## src/rtl/abc_sweep_sequencer.sv

```systemverilog
// ============================================================================
// Module   : abc_sweep_sequencer
// Purpose  : Drives a,b,c through 000..111 for DWELL cycles each, samples the
//            {x,y} response at the end of each dwell and counts x==0&&y==0.
//            Optional abort input is enabled by defining SWEEP_ABORT_EN.
// Revision : 1.0  initial release
// ============================================================================
`default_nettype none

module abc_sweep_sequencer #(
    parameter int DWELL = 20,
    parameter int CNT_W = 8
) (
    input  logic        clk,
    input  logic        reset_n,
    input  logic        start,
`ifdef SWEEP_ABORT_EN
    input  logic        abort,
`endif
    output logic        a,
    output logic        b,
    output logic        c,
    input  logic        x,
    input  logic        y,
    output logic        busy,
    output logic        done,
    output logic [2:0]  step_idx,
    output logic [15:0] resp_map,
    output logic [3:0]  zero_count
);

    typedef enum logic [1:0] {
        ST_IDLE = 2'd0,
        ST_RUN  = 2'd1,
        ST_DONE = 2'd2
    } state_t;

    localparam logic [CNT_W-1:0] c_cnt_last = CNT_W'(DWELL - 1);

    state_t             state_q, state_d;
    logic [CNT_W-1:0]   cnt_q, cnt_d;
    logic [2:0]         step_idx_q, step_idx_d;
    logic [15:0]        resp_map_q, resp_map_d;
    logic [3:0]         zero_count_q, zero_count_d;
    logic               busy_q, busy_d;
    logic               done_q, done_d;
    logic               abort_req;

`ifdef SWEEP_ABORT_EN
    assign abort_req = abort;
`else
    assign abort_req = 1'b0;
`endif

    always_comb begin
        state_d      = state_q;
        cnt_d        = cnt_q;
        step_idx_d   = step_idx_q;
        resp_map_d   = resp_map_q;
        zero_count_d = zero_count_q;
        busy_d       = busy_q;
        done_d       = done_q;

        case (state_q)
            ST_IDLE, ST_DONE: begin
                if (start) begin
                    state_d      = ST_RUN;
                    cnt_d        = '0;
                    step_idx_d   = 3'd0;
                    resp_map_d   = 16'h0000;
                    zero_count_d = 4'd0;
                    busy_d       = 1'b1;
                    done_d       = 1'b0;
                end
            end
            ST_RUN: begin
                // Abort wins over a coincident sample; partial results stay.
                if (abort_req) begin
                    state_d    = ST_IDLE;
                    cnt_d      = '0;
                    step_idx_d = 3'd0;
                    busy_d     = 1'b0;
                    done_d     = 1'b0;
                end else if (cnt_q == c_cnt_last) begin
                    resp_map_d[{step_idx_q, 1'b0} +: 2] = {x, y};
                    if (!x && !y) begin
                        zero_count_d = zero_count_q + 4'd1;
                    end
                    cnt_d = '0;
                    if (step_idx_q == 3'd7) begin
                        state_d    = ST_DONE;
                        step_idx_d = 3'd0;
                        busy_d     = 1'b0;
                        done_d     = 1'b1;
                    end else begin
                        step_idx_d = step_idx_q + 3'd1;
                    end
                end else begin
                    cnt_d = cnt_q + 1'b1;
                end
            end
            default: begin
                state_d    = ST_IDLE;
                cnt_d      = '0;
                step_idx_d = 3'd0;
                busy_d     = 1'b0;
                done_d     = 1'b0;
            end
        endcase
    end

    always_ff @(posedge clk or negedge reset_n) begin
        if (!reset_n) begin
            state_q      <= ST_IDLE;
            cnt_q        <= '0;
            step_idx_q   <= 3'd0;
            resp_map_q   <= 16'h0000;
            zero_count_q <= 4'd0;
            busy_q       <= 1'b0;
            done_q       <= 1'b0;
        end else begin
            state_q      <= state_d;
            cnt_q        <= cnt_d;
            step_idx_q   <= step_idx_d;
            resp_map_q   <= resp_map_d;
            zero_count_q <= zero_count_d;
            busy_q       <= busy_d;
            done_q       <= done_d;
        end
    end

    // Stimulus bits are taken straight from the registered index.
    assign a          = step_idx_q[2];
    assign b          = step_idx_q[1];
    assign c          = step_idx_q[0];
    assign step_idx   = step_idx_q;
    assign busy       = busy_q;
    assign done       = done_q;
    assign resp_map   = resp_map_q;
    assign zero_count = zero_count_q;

endmodule

`default_nettype wire

```

## config.mk

```make
export PLATFORM = sky130hd
export DESIGN_NAME = abc_sweep_sequencer
export DESIGN_NICKNAME = d
export VERILOG_FILES = /design/src/rtl/abc_sweep_sequencer.sv
export SDC_FILE = /design/constraint.sdc
export NUM_CORES = 1
export LEC_CHECK = 0
export ABC_AREA = 1
export ABC_CLOCK_PERIOD_IN_PS = 4000
export BUFFER_PORTS_ARGS = -buffer_cell sky130_fd_sc_hd__buf_2
export CAP_MARGIN = 20
export CORE_MARGIN = 2
export CORE_UTILIZATION = 60
export CTS_CLUSTER_SIZE = 8
export DETAILED_ROUTE_END_ITERATION = 7
export PLACE_DENSITY = 0.84
export SYNTH_ARGS = -nofsm -noshare
export SYNTH_HDL_FRONTEND = slang
export SYNTH_SLANG_ARGS = --single-unit
```

## constraint.sdc

```tcl
create_clock -name clk -period 4 [get_ports clk]
set_input_delay 0.2 -clock clk [delete_from_list [all_inputs] [get_ports clk]]
set_output_delay 0.2 -clock clk [all_outputs]
set_load 0.01 [all_outputs]
```

==> results.tsv <==
metric	value	unit
ant_nets	0	
hold_depth	3	
core	3080	um^2
hold_class	input port to flop	
gp_congestion	0.885	
drt_iter0_markers	92	
io_pins	33	
hpwl	2.68	mm
fin_crit_sh	47.9	%
synth_nets	256	
hold_end	busy	
final_cells	322	
path_class	flop to flop	
clock-root-buffer	clkbuf_4	
die_y	61.1	um
max-slew-margin-rel	51.9	%
cts_tree	done	
dpl.cell_count	313	
clockBufferDepth	2	
post_cts_buffers	0	
synth_sequential_area_ratio	43.5	%
period_needed	1920	ps
crit_required	4240	ps
worstMarginPinSlew	721	ps
yosysWarningCount	0	
max_freq	522	MHz
post_dp_cell_area	2110	um^2
start_kind	flop	
synth_mux_area_share	0	%
viasPerCell	4.95	
wl_per_cell	11.6	um
antenna_found_initial	0	
end_kind	flop	
cts.htree.levels	2	
antenna_cells	0	
drc	0	
dr.pass1.iters	4	
critPathSlowestCell	dfrtp_1	
power.density	275	nW/um^2
cts-resized-gates	0	
irDropWorstVdd	0.000264	V
grt_max_degree	35	
drive_gt1_share	24.1	%
synthSimpleGateAreaFrac	38.1	%
status	complete, no violations	
setup_viol	0	
fin_area	2190	um^2
die_w	61.1	um
wl	3.72	mm
rr_worst_depth	11	
rsz0062_at_grt	no	
grt_overflow	0	
finalHoldViolations	0	
cts.clk_slew.worst_paths	100	ps
synth_area_per_cell	8.01	um^2
ys_ff_latch	34	
syn2layout_area_growth	12.2	%
rows	20	
slew_viol_final	0	
grt_pass1_vias	1490	
clock_sinks	34	
timing.setup.tns	0	ps
post-place-ws	2110	ps
whs	189	ps
yosys.area_share.xor_xnor	0.896	%
grt_usage	23.7	%
fin_skew	8.26	ps
synth_adder_area_share	4.48	%
r2r_setup_slack	2080	ps
synth_area	1960	um^2
nFillCells	255	
drv_cap	0	
fin_ws	2080	ps
start_util	63.5	%
clkLatencyLatePin	340	ps
regToRegStartpoint	step_idx[0]	
vias	1593	
worstPathMaxFanout	7	
hp-start	start	
r2r_end	resp_map[1]	
synth_cell_types	30	
power_leakage	1.28	nW
nNetsFinal	289	
grt_pass1_wl	6.48	mm
dieArea	3730	um^2
cts_buffers	5	
path_cells	inv_1 -> ha_1 -> ha_1 -> inv_1 -> nand2_1 -> nor2_1 -> nand2_1 -> nand2_1 -> nand2_1 -> nand2_1 -> nand2_1	
max_stage_delay	470	ps
synth_top_family_by_area	simple AND/OR/NAND/NOR gates	
io_buffers	32	
syn-instance-count	244	
synth_compound_area_share	4.67	%
cp.arrival	2160	ps
worst_path_most_repeated_cell	nand2_1	
stage by stage:
stage	util [%]	power, mW
3_5_place_dp	68.4	0.376
6_report	71.3	0.603
2_1_floorplan	-	0.362
4_1_cts	71.3	0.611
5_1_grt	71.3	0.631
3_3_place_gp	68.4	0.375
how the worst max path moves through the flow:
stage / from / end / depth (start not counted)
after floorplan: step_idx[0] / resp_map[0] / 11
after global placement: step_idx[0] / resp_map[1] / 11
after detailed placement: step_idx[0] / resp_map[1] / 11
after CTS: step_idx[0] / resp_map[1] / 11
after global routing: step_idx[0] / resp_map[0] / 11
final: step_idx[0] / resp_map[1] / 11
cell usage in the layout, fill, tap and decap left out:
| cell type | instances |
|---|---|
| nor2_8 | 1 |
| a31oi_1 | 1 |
| o21ai_0 | 5 |
| or2_2 | 1 |
| ha_1 | 7 |
| nand4_1 | 8 |
| dfrtp_1 | 34 |
| inv_2 | 3 |
| nand2_8 | 1 |
| nand3_1 | 25 |
| a21oi_1 | 2 |
| clkbuf_8 | 3 |
| nor2_1 | 15 |
| inv_1 | 23 |
| a22o_1 | 1 |
| o22ai_1 | 1 |
| buf_2 | 32 |
| clkbuf_4 | 5 |
| nand3_2 | 2 |
| xnor2_1 | 1 |
| dlygate4sd3_1 | 1 |
| nor3_1 | 2 |
| nand3_4 | 1 |
| xor2_1 | 1 |
| o21ai_2 | 4 |
| nand2_4 | 2 |
| nor2_2 | 4 |
| nand2_2 | 8 |
| nand3b_1 | 2 |
| nand2_1 | 82 |
worst max-delay path: cells and delay by family, from the launching register on:
| family | cells | cell delay [ps] |
|---|---|---|
| flip-flops | 1 | 470 |
| AND/OR/NAND/NOR | 7 | 490 |
| adder cells (fa/ha/maj) | 2 | 560 |
| buffers and inverters | 2 | 300 |
logic make-up (layout without fill, tap and decap cells):
logic type | Yosys count | after routing
simple gates | 154 | 154
buf+inv | 33 | 67
compound gates | 14 | 14
flops | 34 | 34
fa+ha+maj | 7 | 7
xor+xnor | 2 | 2
cell usage after synthesis, drive strengths merged:
cell type / number / area, um^2
ha: 7 / 87.6
nand3b: 2 / 15.0
a31oi: 1 / 6.26
o21ai: 9 / 60.1
nand2: 93 / 400
xnor2: 1 / 8.76
nor3: 2 / 10.0
nor2: 20 / 101
nand3: 28 / 163
o22ai: 1 / 6.26
a22o: 1 / 8.76
or2: 1 / 6.26
xor2: 1 / 8.76
buf: 7 / 65.1
a21oi: 2 / 10.0
nand4: 8 / 50.1
inv: 26 / 97.6
dfrtp: 34 / 851
flip-flops by register name (all words and copies together) (netlist names):
name and cells:
done 1, cnt_q 8, step_idx 3, busy 1, resp_map 16, state_q 1
zero_count 4
where the power goes:
group | total [mW] | leakage [nW] | switching [mW] | internal (mW)
Sequential | 0.348 | 0.445 | 0.00183 | 0.346
Combinational | 0.0216 | 0.786 | 0.0156 | 0.00602
Clock | 0.234 | 0.0446 | 0.114 | 0.120
cell type report:
class / count / area (um^2) / share of cell area (%)
multi-input cells: 177 / 942 / 42.9
repair buffers: 33 / 170 / 7.75
clock buffers: 8 / 78.8 / 3.59
inverters: 26 / 97.6 / 4.45
well taps: 44 / 55.1 / 2.51
flip-flops and latches: 34 / 851 / 38.8
repair_timing:
| action | 4_1_cts | 5_1_grt |
|---|---|---|
| setup endpoints to repair | 0 | 0 |
| hold endpoints to repair | 34 | 0 |
| hold buffers | 1 | 0 |
metal layers:
metal  vias up  GRT usage, %  wire length (um)
li1        846             -                 -
met1       696          32.9              1840
met2        45          34.2              1600
met3         6          6.51               205
met4         0          12.1                71
met5         -             0                 0
No activity file was read; power rests on OpenSTA's default activity.
